===== src/rtl/switch_allocator.sv =====
// switch_allocator: per-output wormhole switch allocator for the 5-port mesh router.
// Each output port runs an IDLE/LOCKED FSM. In IDLE it arbitrates round-robin among
// HEAD flits; after a HEAD grant it stays locked to the winning input until that
// input's TAIL flit is granted. Dequeue grants (in_grant) are combinational; crossbar
// selects and output valids are registered one cycle later.
//
// Optional build macro: SA_PROTO_CHECK_EN
//   defined   -> sticky proto_err flags malformed flit streams
//   undefined -> proto_err tied low, no checking logic
//
// Per-output FSM:
//   state     | meaning
//   ST_IDLE   | output free; round-robin among HEAD requesters with credit
//   ST_LOCKED | output owned by owner_q; only its BODY/TAIL flits are granted

module switch_allocator #(
  parameter int NUM_PORTS = 5,
  parameter int OP_SIZE   = 3
) (
  input  logic                           clk,
  input  logic                           rst,
  input  logic [NUM_PORTS-1:0]           in_valid,
  input  logic [2*NUM_PORTS-1:0]         in_flit_type,
  input  logic [OP_SIZE*NUM_PORTS-1:0]   in_op_port,
  input  logic [NUM_PORTS-1:0]           credit_avail,
  output logic [NUM_PORTS-1:0]           in_grant,
  output logic [OP_SIZE*NUM_PORTS-1:0]   xbar_sel,
  output logic [NUM_PORTS-1:0]           out_valid,
  output logic                           proto_err
);

  localparam logic [1:0] FT_HEAD = 2'b00;
  localparam logic [1:0] FT_BODY = 2'b01;
  localparam logic [1:0] FT_TAIL = 2'b10;
  localparam logic [1:0] FT_BAD  = 2'b11;

  typedef enum logic {
    ST_IDLE   = 1'b0,
    ST_LOCKED = 1'b1
  } state_t;

  state_t             state_q  [NUM_PORTS];
  logic [OP_SIZE-1:0] owner_q  [NUM_PORTS];
  logic [OP_SIZE-1:0] rr_ptr_q [NUM_PORTS];

  logic [1:0]         ftype  [NUM_PORTS];
  logic [OP_SIZE-1:0] op     [NUM_PORTS];
  logic [NUM_PORTS-1:0] req_ok;

  logic [NUM_PORTS-1:0] hit;
  logic [OP_SIZE-1:0]   win [NUM_PORTS];
  logic [NUM_PORTS-1:0] tail_fire;
  logic [NUM_PORTS-1:0] gnt [NUM_PORTS];

  // Slice the flattened input buses and qualify well-formed requests
  always_comb begin
    for (int i = 0; i < NUM_PORTS; i++) begin
      ftype[i]  = in_flit_type[2*i +: 2];
      op[i]     = in_op_port[OP_SIZE*i +: OP_SIZE];
      req_ok[i] = in_valid[i] && (ftype[i] != FT_BAD) && (op[i] < OP_SIZE'(NUM_PORTS));
    end
  end

  // Per-output arbitration: round-robin over HEADs when idle, owner-only when locked
  always_comb begin : p_arb
    int idx;
    idx = 0;
    for (int o = 0; o < NUM_PORTS; o++) begin
      hit[o]       = 1'b0;
      win[o]       = '0;
      tail_fire[o] = 1'b0;
      if (!rst && credit_avail[o]) begin
        if (state_q[o] == ST_IDLE) begin
          // Scan from farthest to nearest so the nearest-to-pointer requester wins.
          for (int k = NUM_PORTS - 1; k >= 0; k--) begin
            idx = int'(rr_ptr_q[o]) + k;
            if (idx >= NUM_PORTS) idx = idx - NUM_PORTS;
            if (req_ok[idx] && (op[idx] == OP_SIZE'(o)) && (ftype[idx] == FT_HEAD)) begin
              hit[o] = 1'b1;
              win[o] = OP_SIZE'(idx);
            end
          end
        end else begin
          if (req_ok[owner_q[o]] && (op[owner_q[o]] == OP_SIZE'(o)) &&
              ((ftype[owner_q[o]] == FT_BODY) || (ftype[owner_q[o]] == FT_TAIL))) begin
            hit[o]       = 1'b1;
            win[o]       = owner_q[o];
            tail_fire[o] = (ftype[owner_q[o]] == FT_TAIL);
          end
        end
      end
    end
  end

  // Expand each output's winner into a one-hot grant row
  always_comb begin
    for (int o = 0; o < NUM_PORTS; o++) begin
      gnt[o] = '0;
      for (int i = 0; i < NUM_PORTS; i++) begin
        gnt[o][i] = hit[o] && (win[o] == OP_SIZE'(i));
      end
    end
  end

  // Merge grant rows; an input requests one output, so at most one row is set per input
  always_comb begin
    in_grant = '0;
    for (int o = 0; o < NUM_PORTS; o++) begin
      in_grant = in_grant | gnt[o];
    end
  end

  // Output FSMs: claim on HEAD grant, release and advance pointer on TAIL grant
  always_ff @(posedge clk) begin
    if (rst) begin
      for (int o = 0; o < NUM_PORTS; o++) begin
        state_q[o]  <= ST_IDLE;
        owner_q[o]  <= '0;
        rr_ptr_q[o] <= '0;
      end
    end else begin
      for (int o = 0; o < NUM_PORTS; o++) begin
        case (state_q[o])
          ST_IDLE: begin
            if (hit[o]) begin
              state_q[o] <= ST_LOCKED;
              owner_q[o] <= win[o];
            end
          end
          ST_LOCKED: begin
            if (tail_fire[o]) begin
              state_q[o]  <= ST_IDLE;
              rr_ptr_q[o] <= (owner_q[o] == OP_SIZE'(NUM_PORTS - 1)) ? '0
                                                                     : owner_q[o] + OP_SIZE'(1);
            end
          end
          default: state_q[o] <= ST_IDLE;
        endcase
      end
    end
  end

  // Switch-traversal stage: register valids and crossbar selects for granted outputs
  always_ff @(posedge clk) begin
    if (rst) begin
      out_valid <= '0;
      xbar_sel  <= '0;
    end else begin
      for (int o = 0; o < NUM_PORTS; o++) begin
        out_valid[o] <= hit[o];
        if (hit[o]) xbar_sel[OP_SIZE*o +: OP_SIZE] <= win[o];
      end
    end
  end

`ifdef SA_PROTO_CHECK_EN
  logic [NUM_PORTS-1:0] owns_lock;
  logic                 proto_hit;
  logic                 proto_err_q;

  // Which inputs currently hold a locked output
  always_comb begin
    owns_lock = '0;
    for (int o = 0; o < NUM_PORTS; o++) begin
      for (int i = 0; i < NUM_PORTS; i++) begin
        if ((state_q[o] == ST_LOCKED) && (owner_q[o] == OP_SIZE'(i))) owns_lock[i] = 1'b1;
      end
    end
  end

  // Detect malformed flits on any valid input this cycle
  always_comb begin
    proto_hit = 1'b0;
    for (int i = 0; i < NUM_PORTS; i++) begin
      if (in_valid[i]) begin
        if ((ftype[i] == FT_BAD) || (op[i] >= OP_SIZE'(NUM_PORTS))) begin
          proto_hit = 1'b1;
        end else if (((ftype[i] == FT_BODY) || (ftype[i] == FT_TAIL)) && !owns_lock[i]) begin
          proto_hit = 1'b1;
        end else if ((ftype[i] == FT_HEAD) && owns_lock[i]) begin
          proto_hit = 1'b1;
        end
      end
    end
  end

  // Sticky error flag, cleared only by reset
  always_ff @(posedge clk) begin
    if (rst) proto_err_q <= 1'b0;
    else if (proto_hit) proto_err_q <= 1'b1;
  end

  assign proto_err = proto_err_q;
`else
  assign proto_err = 1'b0;
`endif

endmodule


===== config.mk =====
export PLATFORM = sky130hd
export DESIGN_NAME = switch_allocator
export DESIGN_NICKNAME = d
export VERILOG_FILES = /design/src/rtl/switch_allocator.sv
export SDC_FILE = /design/constraint.sdc
export NUM_CORES = 1
export LEC_CHECK = 0
export CAP_MARGIN = 0
export CORE_MARGIN = 5
export CORE_UTILIZATION = 35
export DETAILED_ROUTE_END_ITERATION = 8
export PLACE_DENSITY_LB_ADDON = 0.1
export SLEW_MARGIN = 25
export SYNTH_ARGS = -nofsm -noshare
export SYNTH_HDL_FRONTEND = slang
export SYNTH_SLANG_ARGS = --single-unit

===== constraint.sdc =====
create_clock -name clk -period 5.9 [get_ports clk]
set_input_delay 1.77 -clock clk [delete_from_list [all_inputs] [get_ports clk]]
set_output_delay 1.77 -clock clk [all_outputs]
set_load 0.05 [all_outputs]

==> impl_metrics.py, run 1 <==
metrics = {
    "grt": {
        "grt_pass1_wl_mm": 65.4,
        "grt_pass1_vias": 11500,
        "grt_antenna_before_repair": 1,
        "grt.total_usage_pct": 24.6,
        "gr-total-overflow": 0,
        "grt_max_degree": 27,
    },
    "timing": {
        "hold_slack_ns": 0.465,
        "fin_crit_sh_pct": 112,
        "slew_viol_final": 0,
        "max_slew.worst_pin.slew_ns": 0.776,
        "rsz0062_at_grt": "true",
        "hold_violations": 0,
        "slew_headroom_pct": 47.9,
        "min_period_ns": 6.62,
        "setup_viol": 5,
        "worst_slack_ns": -0.725,
        "tns_ns": -3.22,
        "fin_worst_skew_ns": 0.0157,
        "timing.fmax_ghz": 0.151,
    },
    "layout": {
        "multi_input_area_sq_um": 8970,
        "layout_common_cells": "buf_4 (357), nand2_1 (106), a21oi_1 (98)",
        "final_nets": 1834,
        "fin_cells": 2109,
        "final_common_cell": "buf_4",
        "drive_gt1_share_pct": 36.2,
        "antenna_cells": 0,
        "area_growth_pct": 42.4,
        "ff_latch_area_sq_um": 1440,
        "finish.utilization_pct": 50.2,
        "design_area_sq_um": 14800,
        "filler_cell_count": 2901,
    },
    "detailed_routing": {
        "drtPass1Iterations": 5,
        "via_per_inst": 5.70,
        "ant_nets": 0,
        "drt_iter0_markers": 1010,
        "drt_wl_total_mm": 42.8,
        "wl_per_cell_um": 20.3,
        "drc": 0,
        "vias": 12000,
    },
    "clock_network": {
        "cts-htree-levels": 2,
        "clk_path_buf_depth": 2,
        "clock_sinks": 55,
        "cts_buffers": 5,
        "insertion_delay_ns": 0.32,
        "path_clk_slew_ns": 0.08,
        "clock-root-buffer": "clkbuf_16",
        "tritoncts": "yes",
    },
    "place": {
        "postPlaceCellArea_sq_um": 13800,
        "dp_cells": 2066,
        "port-buffer-count": 61,
        "gp_congestion": 0.931,
        "dp_hpwl_mm": 34.4,
    },
    "yosys": {
        "ys_ff_latch": 55,
        "synthArstFlopShare_pct": 0,
        "avgSynthCellArea_sq_um": 7.72,
        "seq_area_frac_synth_pct": 13.9,
        "synth_fp_nets": 1462,
        "synth_top_area_share_pct": 9.82,
        "synth-edff-count": 34,
        "synthFlopType": "edfxtp_1",
        "netlist_instances": 1346,
        "synth_area_leaders": "edfxtp_1 (9.8%), ha_1 (9.5%), mux2i_1 (5.4%)",
        "yosysUniqueCellTypes": 133,
        "yosys_warnings": 0,
        "netlist_area_sq_um": 10400,
        "synth_top_area_cell": "edfxtp_1",
    },
    "hold_path": {
        "hold_class": "flip-flop to flip-flop",
        "whs_path_depth": 2,
        "min_from": "xbar_sel[7]",
    },
    "status": {
        "violations": "negative setup slack",
        "status": "finished with violations",
    },
    "setup_path": {
        "crit_arrival_ns": 4.85,
        "path_cells": "buf_8 -> buf_4 -> and3b_2 -> nand3_4 -> mux2_4 -> a311o_1 -> or3_4 -> nand2_4 -> nor4_4 -> a221o_1 -> or4b_4 -> o311a_4 -> o211ai_4 -> buf_12",
        "regToRegStartpoint": "rr_ptr_q[0][10]",
        "cp_top_family": "simple AND/OR/NAND/NOR gates",
        "critPathKind": "input port to output pin",
        "slowest_delay_ns": 0.55,
        "cp.depth": 14,
        "crit_path_top_delay_cell": "or4b_4",
        "worst_setup_path_start_kind": "input port",
        "r2r_cells": 18,
        "end_kind": "output pin",
        "path_max_fanout": 4,
        "startpoint": "in_op_port[5]",
        "critical_path_buf_inv_count": 3,
        "cp.required_ns": 4.13,
    },
    "power": {
        "power_density_nw_per_um2": 130,
        "power_frac_seq_pct": 25.6,
        "leakagePower_uw": 0.00627,
        "ir_drop_v": 0.000168,
        "p_clk_share_pct": 18.1,
        "p_sw_uw": 820,
        "power.internal_uw": 1100,
        "power_frac_comb_pct": 56.3,
        "swShare_pct": 42.8,
    },
    "floorplan": {
        "core_sq_um": 29500,
        "ioPinCount": 63,
        "die_y_um": 182,
        "num_rows": 63,
        "dieArea_sq_um": 33200,
        "start_util_pct": 35.3,
        "die_w_um": 182,
    },
    "flow_run": {
        "maxCapViolCount": 0,
    },
}
[worst paths after layout]
check / endpoint / slack, ns
max: in_grant[0] / -0.72
min: xbar_sel[7] / 0.47
max reg2reg: state_q[3] / 1.16
min reg2reg: xbar_sel[7] / 0.47
[per-layer routing]
metal  share of wire [%]  GRT usage [%]  vias up
met2                  45           40.6      353
met3                 5.6           2.91       32
li1                    -              -     5827
met5               0.016              0        -
met4                 1.3           3.60        2
met1                  48           35.3     5806
[registers in the layout, indices dropped and copies added, names as in the netlist]
name / cells
owner_q: 15
xbar_sel: 15
out_valid: 5
state_q: 5
rr_ptr_q: 15
[worst reg2reg max path: cells and delay by family (launching register included)]
kind | cells | cell delay (ns)
adder cells (fa/ha/maj) | 2 | 0.65
AO/OA/AOI/OAI | 6 | 0.94
AND/OR/NAND/NOR | 5 | 1.72
flip-flops | 1 | 0.40
buffers and inverters | 5 | 0.79
[power groups by stage]
stage                     registers, uW  clock network [uW]  logic (uW)
after floorplan                     501                   0         579
after global placement              496                   0         981
after detailed placement            496                   0         987
after CTS                           489                 354        1040
after global routing                496                 367        1150
final                               491                 347        1080
[per-stage QoR]
stage | setup WS, ns | power (uW)
2_1_floorplan | -0.254 | 1080
3_3_place_gp | -1.47 | 1480
3_5_place_dp | -1.48 | 1480
4_1_cts | -0.727 | 1880
5_1_grt | -0.775 | 2010
6_report | -0.725 | 1920
[cells by family (layout without fill, tap and decap cells)]
group / count (synthesis) / count (layout) / synth area share (%)
AND/OR/NAND/NOR: 550 / 550 / 29.0
flip-flops: 55 / 55 / 13.9
multiplexers: 77 / 77 / 9.15
adder cells (fa/ha/maj): 80 / 80 / 9.60
buffers and inverters: 133 / 506 / 6.44
XOR/XNOR: 25 / 25 / 2.18
AO/OA/AOI/OAI: 425 / 425 / 29.8
other: 1 / 1 / 0.0361
[cell usage after synthesis (all sizes together) (7+ instances only)]
| cell | instances |
|---|---|
| nand2 | 117 |
| nor2 | 111 |
| a21oi | 106 |
| o21ai | 84 |
| ha | 79 |
| inv | 62 |
| nand3 | 58 |
| mux2i | 57 |
| nor3 | 47 |
| buf | 42 |
| edfxtp | 34 |
| nand2b | 33 |
| nor2b | 29 |
| clkbuf | 28 |
| and2 | 26 |
| a211oi | 25 |
| dfxtp | 21 |
| or2 | 21 |
| and3 | 19 |
| o211ai | 17 |
| or3 | 17 |
| a31oi | 16 |
| xnor2 | 15 |
| o22ai | 14 |
| o31ai | 13 |
| a211o | 12 |
| mux4 | 12 |
| nand4 | 11 |
| o31a | 11 |
| o21a | 10 |
| xor2 | 10 |
| a22oi | 9 |
| nor4 | 9 |
| o311ai | 9 |
| a2111oi | 8 |
| mux2 | 8 |
| a2bb2oi | 7 |
[what timing repair did]
item,in CTS,in global routing
hold endpoints to repair,0,0
hold buffers,0,0
setup endpoints to repair,5,5
cloned,1,0
pin swaps,43,34
setup buffers,30,6
gates resized for setup,194,77
[cell type report]
| type | count | share of cell area, % |
|---|---|---|
| sequential | 55 | 9.73 |
| tap | 390 | 3.30 |
| timing repair buffer | 435 | 23.7 |
| clock inverter | 3 | 0.211 |
| clock buffer | 5 | 0.845 |
| multi-input combinational | 1158 | 60.6 |
| inverter | 63 | 1.60 |
(Power assumes the default switching activity.)
==> inputs of run 2 (changes only) <==
--- a/config.mk
+++ b/config.mk
@@ -8,3 +8,2 @@
 export CAP_MARGIN = 0
-export CORE_MARGIN = 5
 export CORE_UTILIZATION = 35
--- a/constraint.sdc
+++ b/constraint.sdc
@@ -3,2 +3,2 @@
 set_output_delay 1.77 -clock clk [all_outputs]
-set_load 0.05 [all_outputs]
+set_load 0.005 [all_outputs]
==> run 2 against run 1 <==
Against the previous run: the run still ends with negative setup slack left; non-clock buffer count grew 62; core utilization increased by 4.6 points; power rose by 1.1%; clock skew is 0.0037 ns higher; hold slack got worse by 0.0028 ns; register-to-register slack got worse by 0.04 ns; fmax up 2.7%; critical endpoint unchanged; largest power group unchanged; highest routed layer is now met4.
==> impl_metrics.py, run 2 (synthesized netlist as in run 1, its figures left out) <==
metrics = {
    "status": {
        "status": "finished with violations",
        "violations": "negative setup slack",
    },
    "detailed_routing": {
        "drt_wl_total_mm": 44.0,
        "drt_iter0_markers": 1065,
        "ant_nets": 0,
        "drc": 0,
        "vias": 12500,
        "via_per_inst": 5.77,
        "drtPass1Iterations": 5,
        "wl_per_cell_um": 20.3,
    },
    "timing": {
        "hold_violations": 0,
        "slew_viol_final": 0,
        "fin_crit_sh_pct": 109,
        "setup_viol": 5,
        "rsz0062_at_grt": "true",
        "slew_headroom_pct": 45.4,
        "tns_ns": -2.18,
        "max_slew.worst_pin.slew_ns": 0.819,
        "worst_slack_ns": -0.550,
        "timing.fmax_ghz": 0.155,
        "fin_worst_skew_ns": 0.0194,
        "min_period_ns": 6.45,
    },
    "setup_path": {
        "crit_arrival_ns": 4.68,
        "crit_path_top_delay_cell": "o311a_1",
        "reg2reg_slack_ns": 1.12,
        "critical_path_buf_inv_count": 5,
        "worst_setup_path_start_kind": "input port",
        "critPathKind": "input port to output pin",
        "slowest_delay_ns": 0.37,
        "path_max_fanout": 5,
        "path_cells": "buf_8 -> nor3b_4 -> buf_6 -> nor3b_4 -> a211o_1 -> a221oi_2 -> or3_4 -> buf_12 -> o31ai_4 -> a31oi_1 -> a211oi_2 -> o311a_1 -> buf_4 -> o311a_1 -> o211ai_2 -> buf_2",
        "cp_top_family": "compound AO/OA/AOI/OAI gates",
        "end_kind": "output pin",
        "cp.required_ns": 4.13,
    },
    "layout": {
        "antenna_cells": 0,
        "layout_common_cells": "buf_4 (401), nand2_1 (99), nor2_1 (89)",
        "drive_gt1_share_pct": 42.3,
        "top_regs": "owner_q: 15 flops, rr_ptr_q: 15 flops, xbar_sel: 15 flops",
        "final_nets": 1896,
        "final_common_cell": "buf_4",
        "area_growth_pct": 52.6,
        "design_area_sq_um": 15900,
    },
    "floorplan": {
        "die_y_um": 174,
        "core_sq_um": 28900,
        "num_rows": 62,
        "start_util_pct": 35.9,
        "die_w_um": 174,
        "ioPinCount": 63,
        "dieArea_sq_um": 30400,
    },
    "power": {
        "leakagePower_uw": 0.00673,
        "power_density_nw_per_um2": 122,
        "ir_drop_v": 0.000155,
    },
    "place": {
        "dp_slack_ns": -1.47,
        "gp_congestion": 1.03,
        "port-buffer-count": 61,
        "postPlaceCellArea_sq_um": 13900,
        "dp_hpwl_mm": 34.1,
    },
    "clock_network": {
        "cts-htree-levels": 2,
        "path_clk_slew_ns": 0.07,
        "clock-root-buffer": "clkbuf_16",
        "insertion_delay_ns": 0.32,
        "clk_path_buf_depth": 2,
        "clock_sinks": 55,
        "tritoncts": "yes",
        "hold_buffers": 0,
        "cts_buffers": 5,
    },
    "grt": {
        "grt_pass1_wl_mm": 67.5,
        "gr-total-overflow": 0,
        "grt_max_degree": 27,
        "grt_pass1_vias": 12000,
        "grt_antenna_before_repair": 0,
        "grt.total_usage_pct": 28.0,
    },
    "flow_run": {
        "maxCapViolCount": 0,
    },
    "hold_path": {
        "hold_class": "flip-flop to flip-flop",
    },
}
## run 2: changes by cell type in the layout (fill, tap and decap cells not counted), sizes merged
cell,before,now
buf,399,468
clkdlybuf4s15,6,0
inv,65,63
bufbuf,1,0
clkinv,1,2
clkinvlp,0,1
## run 2: report_power, final
part / internal, uW / leakage [uW] / total [uW] / switching, uW
clock: 162 / 0.0000719 / 330 / 168
combinational: 542 / 0.00613 / 1120 / 574
sequential: 439 / 0.000523 / 493 / 53.9
total: 1140 / 0.00673 / 1940 / 796
## run 2: final cells by class
| type | count | area, sq um |
|---|---|---|
| fillers | 2685 | 13100 |
| inverters | 63 | 236 |
| multi-input cells | 1158 | 9460 |
| clock inverters | 3 | 27.5 |
| repair buffers | 497 | 4090 |
| well taps | 384 | 480 |
| flip-flops and latches | 55 | 1440 |
| clock buffers | 5 | 125 |
## run 2: timing repair
item,in CTS,in global routing
gates resized for setup,327,151
setup buffers,62,18
pin swaps,63,70
endpoints found under the hold margin,0,0
endpoints found under the setup margin,5,5
## run 2: routing by layer
metal,GRT usage (%),wire (um),up-vias
li1,-,-,5949
met1,39.8,20500,6014
met2,44.6,19800,446
met3,2.69,2490,76
met4,7.93,1180,0
met5,0,0,-
## run 2: worst paths after layout
kind / startpoint / end / cells after the start
setup / recovery: in_valid[1] / in_grant[0] / 16
hold / removal: xbar_sel[13] / xbar_sel[13] / 2
setup reg to reg: rr_ptr_q[0][9] / state_q[1] / 20
hold reg to reg: xbar_sel[13] / xbar_sel[13] / 2
## run 2: stage by stage
step,utilization (%),total power (uW),instances,hold slack [ns]
floorplan,-,1010,1346,0.453
global placement,48.0,1410,2086,0.446
detailed placement,48.0,1410,2086,0.451
CTS,52.2,1840,2154,0.465
global route,54.8,2030,2165,0.491
finish,54.8,1940,2165,0.462
## run 2: worst min-delay path: stages, from the launching register on
cell and delay (ns):
dfxtp_1 0.31, nand2_1 0.05, a21oi_1 0.06
==> inputs of run 3 (changes only) <==
SETUP_SLACK_MARGIN = 0.15   (was unset)
==> run 3 against run 2 <==
Against the previous run: the flow still finishes with violations (negative setup slack); sequential power is essentially flat; wire length shrank 4.1%; combinational power shrank 9.8%; global-route usage shrank 0.56 points; first-iteration DRC count shrank 4.9%; cell area shrank 6.3%; hold slack gained 0.0071 ns; critical path type unchanged; largest power group unchanged.
==> impl_metrics.py, run 3 (synthesized netlist as in run 1, its figures left out) <==
metrics = {
    "layout": {
        "finish.utilization_pct": 51.4,
        "drive_gt1_share_pct": 37.4,
        "ff_latch_area_sq_um": 1440,
        "final_common_cell": "buf_4",
        "final_nets": 1859,
        "area_growth_pct": 43.0,
        "multi_input_area_sq_um": 8970,
        "filler_cell_count": 2820,
        "layout_common_cells": "buf_4 (377), nand2_1 (104), a21oi_1 (97)",
        "top_regs": "owner_q: 15 flops, rr_ptr_q: 15 flops, xbar_sel: 15 flops",
        "antenna_cells": 0,
    },
    "floorplan": {
        "start_util_pct": 35.9,
        "num_rows": 62,
        "ioPinCount": 63,
        "dieArea_sq_um": 30400,
        "core_sq_um": 28900,
        "die_w_um": 174,
        "die_y_um": 174,
    },
    "setup_path": {
        "path_max_fanout": 4,
        "crit_path_top_delay_cell": "mux4_2",
        "path_cells": "buf_6 -> buf_6 -> buf_4 -> nor2_1 -> buf_4 -> buf_4 -> nand4_1 -> mux4_2 -> o21ai_4 -> a21oi_1 -> a22o_1 -> nand4b_1 -> o311a_4 -> o211ai_2 -> buf_2",
        "critPathKind": "input port to output pin",
        "end_kind": "output pin",
        "crit_top_cell": "buf_4",
        "cp.required_ns": 4.13,
        "slowest_delay_ns": 0.59,
        "worst_setup_path_start_kind": "input port",
        "crit_arrival_ns": 4.71,
        "critical_path_buf_inv_count": 6,
        "reg2reg_slack_ns": 1.33,
        "cp_top_family": "compound AO/OA/AOI/OAI gates",
    },
    "timing": {
        "min_period_ns": 6.48,
        "worst_slack_ns": -0.576,
        "slew_headroom_pct": 52.9,
        "rsz0062_at_grt": "true",
        "hold_slack_ns": 0.470,
        "fin_worst_skew_ns": 0.0102,
        "hold_violations": 0,
        "slew_viol_final": 0,
        "fin_crit_sh_pct": 110,
        "max_slew.worst_pin.slew_ns": 0.706,
        "timing.fmax_ghz": 0.154,
        "setup_viol": 5,
    },
    "grt": {
        "gr-total-overflow": 0,
        "grt_antenna_before_repair": 0,
        "grt_pass1_wl_mm": 65.5,
        "grt.total_usage_pct": 27.4,
        "grt_pass1_vias": 11700,
        "grt_max_degree": 30,
    },
    "power": {
        "power_frac_comb_pct": 55.3,
        "power_density_nw_per_um2": 123,
        "p_clk_share_pct": 18.0,
        "leakagePower_uw": 0.00637,
        "ir_drop_v": 0.000116,
        "swShare_pct": 40.8,
        "p_sw_uw": 748,
        "power_frac_seq_pct": 26.7,
        "power.internal_uw": 1080,
        "power_uw": 1830,
    },
    "clock_network": {
        "clk_path_buf_depth": 2,
        "clock_sinks": 55,
        "hold_buffers": 0,
        "path_clk_slew_ns": 0.08,
        "clock-root-buffer": "clkbuf_16",
        "tritoncts": "yes",
        "insertion_delay_ns": 0.31,
        "cts_buffers": 5,
        "cts-htree-levels": 2,
    },
    "place": {
        "dp_hpwl_mm": 34.1,
        "port-buffer-count": 61,
        "gp_congestion": 0.939,
        "dp_slack_ns": -1.57,
    },
    "detailed_routing": {
        "ant_nets": 0,
        "vias": 12100,
        "wl_per_cell_um": 19.8,
        "drc": 0,
        "via_per_inst": 5.69,
        "drt_iter0_markers": 1013,
        "drt_wl_total_mm": 42.2,
        "drtPass1Iterations": 5,
    },
    "flow_run": {
        "maxCapViolCount": 0,
    },
    "hold_path": {
        "hold_class": "flip-flop to flip-flop",
    },
    "status": {
        "status": "finished with violations",
        "violations": "negative setup slack",
    },
}
run 3: cell types whose count changed in the layout (fill, tap and decap cells not counted), sizes merged:
cell	change
clkbuf	-1
clkdlybuf4s15	+1
clkinvlp	-1
buf	-37
clkinv	-1
inv	+2
run 3: final cells by class:
type | count | share of cell area (%)
Clock buffer | 5 | 0.842
Clock inverter | 3 | 0.194
Inverter | 63 | 1.59
Multi-Input combinational cell | 1158 | 60.4
Sequential cell | 55 | 9.70
Tap cell | 384 | 3.23
Timing Repair Buffer | 460 | 24.1
run 3: what timing repair did:
| action | CTS | global route |
|---|---|---|
| gates resized for setup | 275 | 33 |
| setup endpoints to repair | 5 | 5 |
| buffers inserted | 32 | 11 |
| cloned | 0 | 0 |
| pin swaps | 58 | 23 |
| hold endpoints to repair | 0 | 0 |
run 3: worst reg2reg max path, cell delays in order, from the launching register on:
cell and delay [ns]:
edfxtp_1 0.48, inv_1 0.12, ha_1 0.14, inv_1 0.05, ha_1 0.44, or4b_1 0.49
o32ai_2 0.19, a21oi_2 0.08, buf_4 0.15, nand3b_1 0.07, a32o_2 0.24, o31ai_1 0.13
nor4_4 0.30, a221o_1 0.22, buf_4 0.17, nor2_1 0.10, nor4_4 0.54, buf_4 0.30
a21oi_1 0.09
run 3: final timing paths:
path / from / end / cells past startpoint
max: in_flit_type[0] / in_grant[0] / 15
max reg2reg: rr_ptr_q[0][10] / state_q[3] / 18
min reg2reg: xbar_sel[11] / xbar_sel[11] / 2
min: xbar_sel[11] / xbar_sel[11] / 2
run 3: metal layers:
layer  track usage [%]  vias up  part of all wire (%)
li1                  -     5864                     -
met1              37.6     5733                    46
met2              42.3      436                    43
met3              5.75       73                   7.7
met4              9.61        0                   3.5
met5                 0        -                     0
run 3: stage by stage:
stage,cell area [sq um],std cells,setup TNS (ns)
2_1_floorplan,10500,1346,-0.147
3_3_place_gp,13800,2076,-7.95
3_5_place_dp,13800,2077,-7.08
4_1_cts,14700,2117,-2.27
5_1_grt,14900,2128,-2.88
6_report,14900,2128,-2.36
run 3: power groups by stage:
stage	Clock [uW]	Sequential, uW	Combinational, uW
after CTS	333	488	980
final	329	490	1010
after detailed placement	0	494	909
after global placement	0	495	906
after floorplan	0	467	543
after global routing	345	495	1090
